===== config.mk =====
export PLATFORM = sky130hd
export DESIGN_NAME = instr_supply_unit_flat
export DESIGN_NICKNAME = d
export VERILOG_FILES = /design/src/rtl/instr_supply_unit_if.sv /design/src/rtl/instr_supply_unit.sv /design/src/flat_wrapper.sv
export SDC_FILE = /design/constraint.sdc
export NUM_CORES = 2
export LEC_CHECK = 0
export ABC_CLOCK_PERIOD_IN_PS = 6000
export CAP_MARGIN = 5
export CORE_UTILIZATION = 35
export DETAILED_ROUTE_END_ITERATION = 8
export HOLD_SLACK_MARGIN = 0.1
export PLACE_DENSITY_LB_ADDON = 0.1
export SYNTH_ARGS = -nofsm -noshare
export SYNTH_HDL_FRONTEND = slang
export SYNTH_SLANG_ARGS = --single-unit

===== constraint.sdc =====
create_clock -name CLK -period 6 [get_ports CLK]
set_clock_uncertainty 0.2 [all_clocks]
set_input_delay 1.2 -clock CLK [delete_from_list [all_inputs] [get_ports CLK]]
set_output_delay 1.2 -clock CLK [all_outputs]
set_load 0.02 [all_outputs]

===== src/rtl/instr_supply_unit_if.sv =====
// instr_supply_unit_if: load port, fetch request/response and status signals of the instruction supply unit
interface instr_supply_unit_if #(parameter int DEPTH_LOG2 = 6);
  logic                  LoadEn;
  logic [DEPTH_LOG2-1:0] LoadAddr;
  logic [31:0]           LoadData;
  logic                  Start;
  logic                  FetchReq;
  logic [31:0]           PC;
  logic                  Ready;
  logic [31:0]           Instruction;
  logic                  InstrValid;
  logic                  FetchErr;
  logic                  Halted;
  logic [15:0]           FetchCount;
  modport master (
    output LoadEn, LoadAddr, LoadData, Start, FetchReq, PC,
    input  Ready, Instruction, InstrValid, FetchErr, Halted, FetchCount
  );
  modport slave (
    input  LoadEn, LoadAddr, LoadData, Start, FetchReq, PC,
    output Ready, Instruction, InstrValid, FetchErr, Halted, FetchCount
  );
endinterface


===== src/rtl/instr_supply_unit.sv =====
// instr_supply_unit: program store that is loaded by a host, then answers PC-addressed fetches until ebreak or a bad PC
module instr_supply_unit #(
  parameter int          DEPTH_LOG2 = 6,
  parameter logic [31:0] NOP_WORD   = 32'h0000_0013,
  parameter logic [31:0] HALT_WORD  = 32'h0010_0073
) (
  input logic               CLK,
  input logic               ResetPC,
  instr_supply_unit_if.slave bus
);
  localparam logic [1:0] S_LOAD = 2'd0;
  localparam logic [1:0] S_RUN  = 2'd1;
  localparam logic [1:0] S_HALT = 2'd2;
  logic [1:0]            state_q, state_d;
  logic [31:0]           mem_q [2**DEPTH_LOG2];
  logic [31:0]           instr_q, instr_d;
  logic                  valid_q, valid_d;
  logic                  err_q, err_d;
  logic [15:0]           cnt_q, cnt_d;
  logic [DEPTH_LOG2-1:0] idx;
  logic [31:0]           word;
  logic                  bad, fetch, stop;
  assign idx   = bus.PC[DEPTH_LOG2+1:2];
  assign word  = mem_q[idx];
  assign bad   = (|bus.PC[1:0]) || (|bus.PC[31:DEPTH_LOG2+2]);
  assign fetch = (state_q == S_RUN) && bus.FetchReq;
  assign stop  = bad || (word == HALT_WORD);
  always_comb begin
    state_d = (state_q == S_LOAD && bus.Start) ? S_RUN :
              (fetch && stop) ? S_HALT : state_q;
    instr_d = fetch ? (bad ? NOP_WORD : word) :
              (state_q == S_HALT) ? NOP_WORD : instr_q;
    valid_d = fetch;
    err_d   = err_q | (fetch & bad);
    cnt_d   = (fetch && !bad && !(&cnt_q)) ? cnt_q + 16'd1 : cnt_q;
  end
  always_ff @(posedge CLK) begin
    if (ResetPC) begin
      state_q <= S_LOAD;
      instr_q <= NOP_WORD;
      valid_q <= 1'b0;
      err_q   <= 1'b0;
      cnt_q   <= 16'd0;
    end else begin
      state_q <= state_d;
      instr_q <= instr_d;
      valid_q <= valid_d;
      err_q   <= err_d;
      cnt_q   <= cnt_d;
    end
  end
  // the whole store is cleared by reset so a reload without data reads back NOP
  always_ff @(posedge CLK) begin
    if (ResetPC) begin
      for (int i = 0; i < 2**DEPTH_LOG2; i++) mem_q[i] <= NOP_WORD;
    end else if (state_q == S_LOAD && bus.LoadEn) begin
      mem_q[bus.LoadAddr] <= bus.LoadData;
    end
  end
  assign bus.Ready       = (state_q == S_RUN);
  assign bus.Halted      = (state_q == S_HALT);
  assign bus.Instruction = instr_q;
  assign bus.InstrValid  = valid_q;
  assign bus.FetchErr    = err_q;
  assign bus.FetchCount  = cnt_q;
endmodule


===== src/flat_wrapper.sv =====
// flat-port wrapper written by rule: the top's interface ports become plain ports
module instr_supply_unit_flat 
#(
  parameter int          DEPTH_LOG2 = 6,
  parameter logic [31:0] NOP_WORD   = 32'h0000_0013,
  parameter logic [31:0] HALT_WORD  = 32'h0010_0073
)
  (CLK, ResetPC, bus_LoadEn, bus_LoadAddr, bus_LoadData, bus_Start, bus_FetchReq, bus_PC, bus_Ready, bus_Instruction, bus_InstrValid, bus_FetchErr, bus_Halted, bus_FetchCount);
  instr_supply_unit_if #(.DEPTH_LOG2(DEPTH_LOG2)) bus_i ();
  input logic CLK;
  input logic ResetPC;
  input wire logic [$bits(bus_i.LoadEn)-1:0] bus_LoadEn;
  input wire logic [$bits(bus_i.LoadAddr)-1:0] bus_LoadAddr;
  input wire logic [$bits(bus_i.LoadData)-1:0] bus_LoadData;
  input wire logic [$bits(bus_i.Start)-1:0] bus_Start;
  input wire logic [$bits(bus_i.FetchReq)-1:0] bus_FetchReq;
  input wire logic [$bits(bus_i.PC)-1:0] bus_PC;
  output wire logic [$bits(bus_i.Ready)-1:0] bus_Ready;
  output wire logic [$bits(bus_i.Instruction)-1:0] bus_Instruction;
  output wire logic [$bits(bus_i.InstrValid)-1:0] bus_InstrValid;
  output wire logic [$bits(bus_i.FetchErr)-1:0] bus_FetchErr;
  output wire logic [$bits(bus_i.Halted)-1:0] bus_Halted;
  output wire logic [$bits(bus_i.FetchCount)-1:0] bus_FetchCount;
  assign bus_i.LoadEn = bus_LoadEn;
  assign bus_i.LoadAddr = bus_LoadAddr;
  assign bus_i.LoadData = bus_LoadData;
  assign bus_i.Start = bus_Start;
  assign bus_i.FetchReq = bus_FetchReq;
  assign bus_i.PC = bus_PC;
  assign bus_Ready = bus_i.Ready;
  assign bus_Instruction = bus_i.Instruction;
  assign bus_InstrValid = bus_i.InstrValid;
  assign bus_FetchErr = bus_i.FetchErr;
  assign bus_Halted = bus_i.Halted;
  assign bus_FetchCount = bus_i.FetchCount;
  instr_supply_unit #(.DEPTH_LOG2(DEPTH_LOG2), .NOP_WORD(NOP_WORD), .HALT_WORD(HALT_WORD)) u_core (.CLK(CLK), .ResetPC(ResetPC), .bus(bus_i));
endmodule

---- After elaboration in Yosys (flattened, before gate mapping) ----
Memories as Yosys holds them, arrays and structs flattened.
Cells that the tools add are included.
storage, ports and cells
  bits of input ports ..................... 75
  memory bits (writable) .................. 2,048
  memories ................................ 1
  register bits ........................... 52
  output and inout port bits .............. 52
  word-level logic and storage cells ...... 44
memory list
  memory        words  width  read ports  clocked after memory_dff  wr ports  RTL line                 source
  u_core.mem_q  64     32     1           0                         64        instr_supply_unit.sv:15  logic [31:0] mem_q [2**DEPTH_LOG2];
operators by class
  bitwise logic cells ..................... 2
  add/sub/neg operators ................... 1
  eq/ne operators ......................... 3
  reductions and logical operators ........ 18
  mux-type cells .......................... 13
operator list
  operator                                                                  number
  32-bit 2-to-1 mux                                                         4
  32-bit by 21-bit equality test with 1-bit output (second input constant)  1
  32-bit OR reduction                                                       1
  24-bit OR reduction                                                       1
  16-bit by 1-bit adder with 16-bit output (second input constant)          1
  16-bit AND reduction                                                      1
  1-bit 2-to-1 mux                                                          8
  1-bit logical AND                                                         6
  6-bit 2-to-1 mux                                                          1
  2-bit nonzero test                                                        2
  2-bit OR reduction                                                        2
  2-bit by 1-bit equality test with 1-bit output (second input constant)    1
  2-bit equality test (second input constant)                               1
  1-bit zero test                                                           2
  2-bit zero test                                                           1
  1-bit logical OR                                                          2
  1-bit AND                                                                 1
  1-bit OR                                                                  1

---- Longest topological paths before layout ----
  depth in word-level cells ............... 7
  mapped depth ............................ 16
  gate-level depth less buffers ........... 9

---- Worst setup path before layout ----
OpenSTA, ideal clock, no wires.
  path kind ............................... input to register
  start ................................... input port ResetPC
  end ..................................... memory u_core.mem_q[11][0], enable pin
  data arrival time ....................... 4,755 ps
  required time ........................... 5,334 ps
  library setup time ...................... 466 ps
  cell stages on the path ................. 8
  buffers on the path ..................... 3
  slack ................................... 580 ps
  cells stage by stage .................... clkbuf_1 nor3_1 nand2_1 nor2_1 nand3_1 clkbuf_1 clkbuf_1 o21ai_0
RTL lines
  what                RTL line                 source
  start: declaration  flat_wrapper.sv:11       input logic ResetPC;
  end: declaration    instr_supply_unit.sv:15

---- Worst setup path in the final report ----
  start ................................... input port bus_PC[2]
  end ..................................... register u_core.state_q[0]
on the way
  word-level cells in the longest chain between the ends .. 5
RTL lines
  what                                              RTL line                 source
  start: declaration                                flat_wrapper.sv:17       input wire logic [$bits(bus_i.PC)-1:0] bus_PC;
  memory read 64 x 32 bit                           n/a
  32-bit by 21-bit equality test with 1-bit output  instr_supply_unit.sv:27  assign stop = bad || (word == HALT_WORD);
  1-bit logical OR                                  instr_supply_unit.sv:27
  1-bit logical AND                                 instr_supply_unit.sv:30  (fetch && stop) ? S_HALT : state_q;
  2-bit nonzero test (no source line)               n/a
  end signal: assignment                            instr_supply_unit.sv:45  state_q <= state_d;
  end: declaration                                  instr_supply_unit.sv:14  logic [1:0] state_q, state_d;
No other way between the ends.
A chain may end at the register's enable or synchronous reset.

==> summary.md <==
| Metric | Value |
|---|---|
| Vias/cell | 5.61 |
| Seq/Total Area, Yosys | 65.5% |
| IO Count | 127 |
| Maximum vdd drop | 0.000327 V |
| Area delta synth->final | 15.8% |
| Number of clock buffers inserted by TritonCTS | 235 |
| Via Count | 57700 |
| Initial antenna violation count | 53 |
| Largest net degree at the start of global routing | 65 |
| Antenna viol nets, final | 0 |
| Clock transition at path regs | 0.06 ns |
| F_max | 188 MHz |
| Combinational group share of total power | 8.5% |
| Clk pwr share | 42.1% |
| Synthesized flop and latch total | 2100 |
| Synth Flop Type | edfxtp_1 |
| Synth async-reset ratio | 0% |
| Htree depth | 4 |
| Total Routed Length | 376000 um |
| Register area | 62500 um2 |
| Met1 usage | 37.7% |
| Die W | 524 um |
| Max Cap Viol | 0 |
| Die Height | 524 um |
| Setup CP Type | in -> reg |
| PnR worst setup slack | 0.673 ns |
| Yosys warning count | 0 |
| Final HPWL DP | 240000 um |
| Clk buf depth | 3 |
| First-pass GRT wire length | 509000 um |
| Arrival @ worst endpoint | 5.92 ns |
| Fin. max-slew vios | 0 |
| # Post-CTS Setup Buffers | 0 |
| Avg Cell Area, Syn | 15.0 um2 |
| Distinct cells, synth | 67 |
| Met3 usage | 4.42% |
| Final period util | 88.8% |
| Largest stage delay, worst path | 0.79 ns |
| Sink Count | 2100 |
| Power Density | 304 nW/um2 |
| Type of the most critical hold path | reg -> reg |
| NumNets Final | 6569 |
| Req. time, crit path | 6.60 ns |
| Fillers | 24800 |
| Row Count | 191 |
| Post-route DRC | 0 |
| Layout cells sized above 1 | 21.6% |
| Final Critical Period | 5.33 ns |
| Switching power | 8.40 mW |
| Crit Path Max Fanout | 30 |
| Buffers added on ports | 126 |
| Most used cell, CP | buf_4 |
| Slew HR | 12.8% |
| Commonest cells after routing, fill and taps aside | edfxtp_1 (2048), and2_1 (1863), mux4_2 (457) |
| Endpoints failing hold | 0 |
| Commonest non-fill, non-tap cell in the layout | edfxtp_1 |
| Clock Latency Late Sink | 0.90 ns |
| CTS resizes | 0 |
| Core ar. | 271000 um2 |
| Initial Utilization | 35.2% |
| Post-Syn Nets | 6441 |
| Dpl ws | -0.111 ns |
| P_leak | 38.6 nW |
| Outcome | finished, final reports clean |
| Crit. End Element | register |
| Cts hold-fix bufs | 0 |
| CP Launch Type | input port |
| Routed len/inst | 36.6 um |
| RSZ-0062 raised after global routing | false |
| Slowest CP cell | a221oi_1 |
| Tot GR Track Use | 27.0% |
| Grt ovf | 0 |
| Netlist Area Pre-Place | 95500 um2 |
| Sw Share | 24.9% |
| Pre-antenna DRT Iters | 5 |
| Most Crowded Layer GR | met2 |
| Routability cong. | 0.979 |
| Die footprint | 275000 um2 |
| Multi-input combinational cell area | 30900 um2 |
| Root Driver | clkbuf_16 |
| Final Setup Violations | 0 |
| Pint | 25.3 mW |
| Power share of the sequential group | 49.4% |
| Fin util | 40.8% |
| Vias in the first global route | 56400 |
| CP Cell Sequence | buf_8 -> buf_4 -> mux4_2 -> a22o_1 -> a221oi_1 -> a21oi_1 -> or4_1 -> nor4_1 -> buf_4 -> a41oi_1 -> a32o_1 |
| Synth Instances | 6365 |
| M2 GR Usage | 42.0% |
| EDFF count, synth | 2048 |
| Worst-Margin Slew | 1.31 ns |
| Initial DRC Count | 7623 |
| CTS tree | yes |
## sequential cells by signal, summed over array words and instances (netlist names)
| name | cells |
|---|---|
| u_core.state_q | 2 |
| u_core.bus.Instruction | 32 |
| u_core.mem_q | 2048 |
| u_core.bus.FetchCount | 16 |
| u_core.bus.InstrValid | 1 |
| u_core.bus.FetchErr | 1 |
## metrics by stage
| stage | power (mW) | hold slack (ns) | TNS (ns) | std cells | cell area [um2] |
|---|---|---|---|---|---|
| global route | 34.4 | 0.283 | 0 | 10300 | 111000 |
| CTS | 33.9 | 0.259 | 0 | 10300 | 111000 |
| finish | 33.7 | 0.260 | 0 | 10300 | 111000 |
| global placement | 19.8 | 0.248 | -0.182 | 9825 | 103000 |
| floorplan | 18.2 | 0.276 | 0 | 6365 | 95500 |
| detailed placement | 19.8 | 0.250 | -0.111 | 9825 | 103000 |
## cell type report
class | count | area share (%)
sequential | 2100 | 56.5
multi-input combinational | 3576 | 27.9
clock buffer | 300 | 5.67
timing repair buffer | 571 | 4.69
tap | 3570 | 4.04
clock inverter | 139 | 1.05
antenna | 20 | 0.0452
inverter | 9 | 0.0351
## critical path: cells and delay by family
kind	cells	cell delay, ns
AO/OA/AOI/OAI	5	2.06
buffers and inverters	3	1.05
AND/OR/NAND/NOR	2	1.02
multiplexers	1	0.53
## path summary, 6_finish.rpt
kind                              startpoint                         end  slack [ns]  cells past startpoint
setup / recovery                   bus_PC[2]           u_core.state_q[0]        0.67                     11
hold / removal    u_core.bus.Instruction[28]  u_core.bus.Instruction[28]        0.26                      2
setup reg to reg        u_core.mem_q[60][16]           u_core.state_q[0]        1.33                      9
hold reg to reg   u_core.bus.Instruction[28]  u_core.bus.Instruction[28]        0.26                      2
## power groups by stage
stage / Sequential, mW / Clock [mW] / Combinational, mW
floorplan: 16.9 / 0 / 1.30
global placement: 16.9 / 0 / 2.85
detailed placement: 16.9 / 0 / 2.85
CTS: 16.6 / 14.4 / 2.85
global route: 16.7 / 14.9 / 2.91
finish: 16.6 / 14.2 / 2.86
## cell usage after synthesis, drive strengths merged, types with 52 or more instances
cell / n / area share, %
or3: 192 / 1.3
a22oi: 115 / 0.90
buf: 170 / 1.1
nor2: 163 / 0.65
a21oi: 63 / 0.33
mux4: 457 / 11
nand2: 125 / 0.49
o21ai: 90 / 0.47
mux2i: 163 / 1.7
clkbuf: 510 / 2.0
edfxtp: 2048 / 64
and2: 1864 / 12
dfxtp: 52 / 1.1
## cells by family (layout without fill, tap and decap cells)
| kind of cell | after synthesis | after routing | share of synthesized area [%] |
|---|---|---|---|
| and+or+nand+nor | 2511 | 2511 | 15.7 |
| DFF | 2100 | 2100 | 65.5 |
| buffers and inverters | 689 | 1019 | 3.16 |
| adders and majority gates | 1 | 1 | 0.0131 |
| other | 0 | 20 | 0 |
| xor gates and xnor gates | 13 | 13 | 0.119 |
| muxes | 634 | 634 | 12.6 |
| AOI/OAI and AO/OA | 417 | 417 | 2.92 |
## per-layer routing
metal	part of all wire (%)	routed length (um)
met1	42	160000
met2	46	173000
met5	0.012	47
met4	4.2	15800
met3	7.4	27900
No activity file was read; power rests on OpenSTA's default activity.
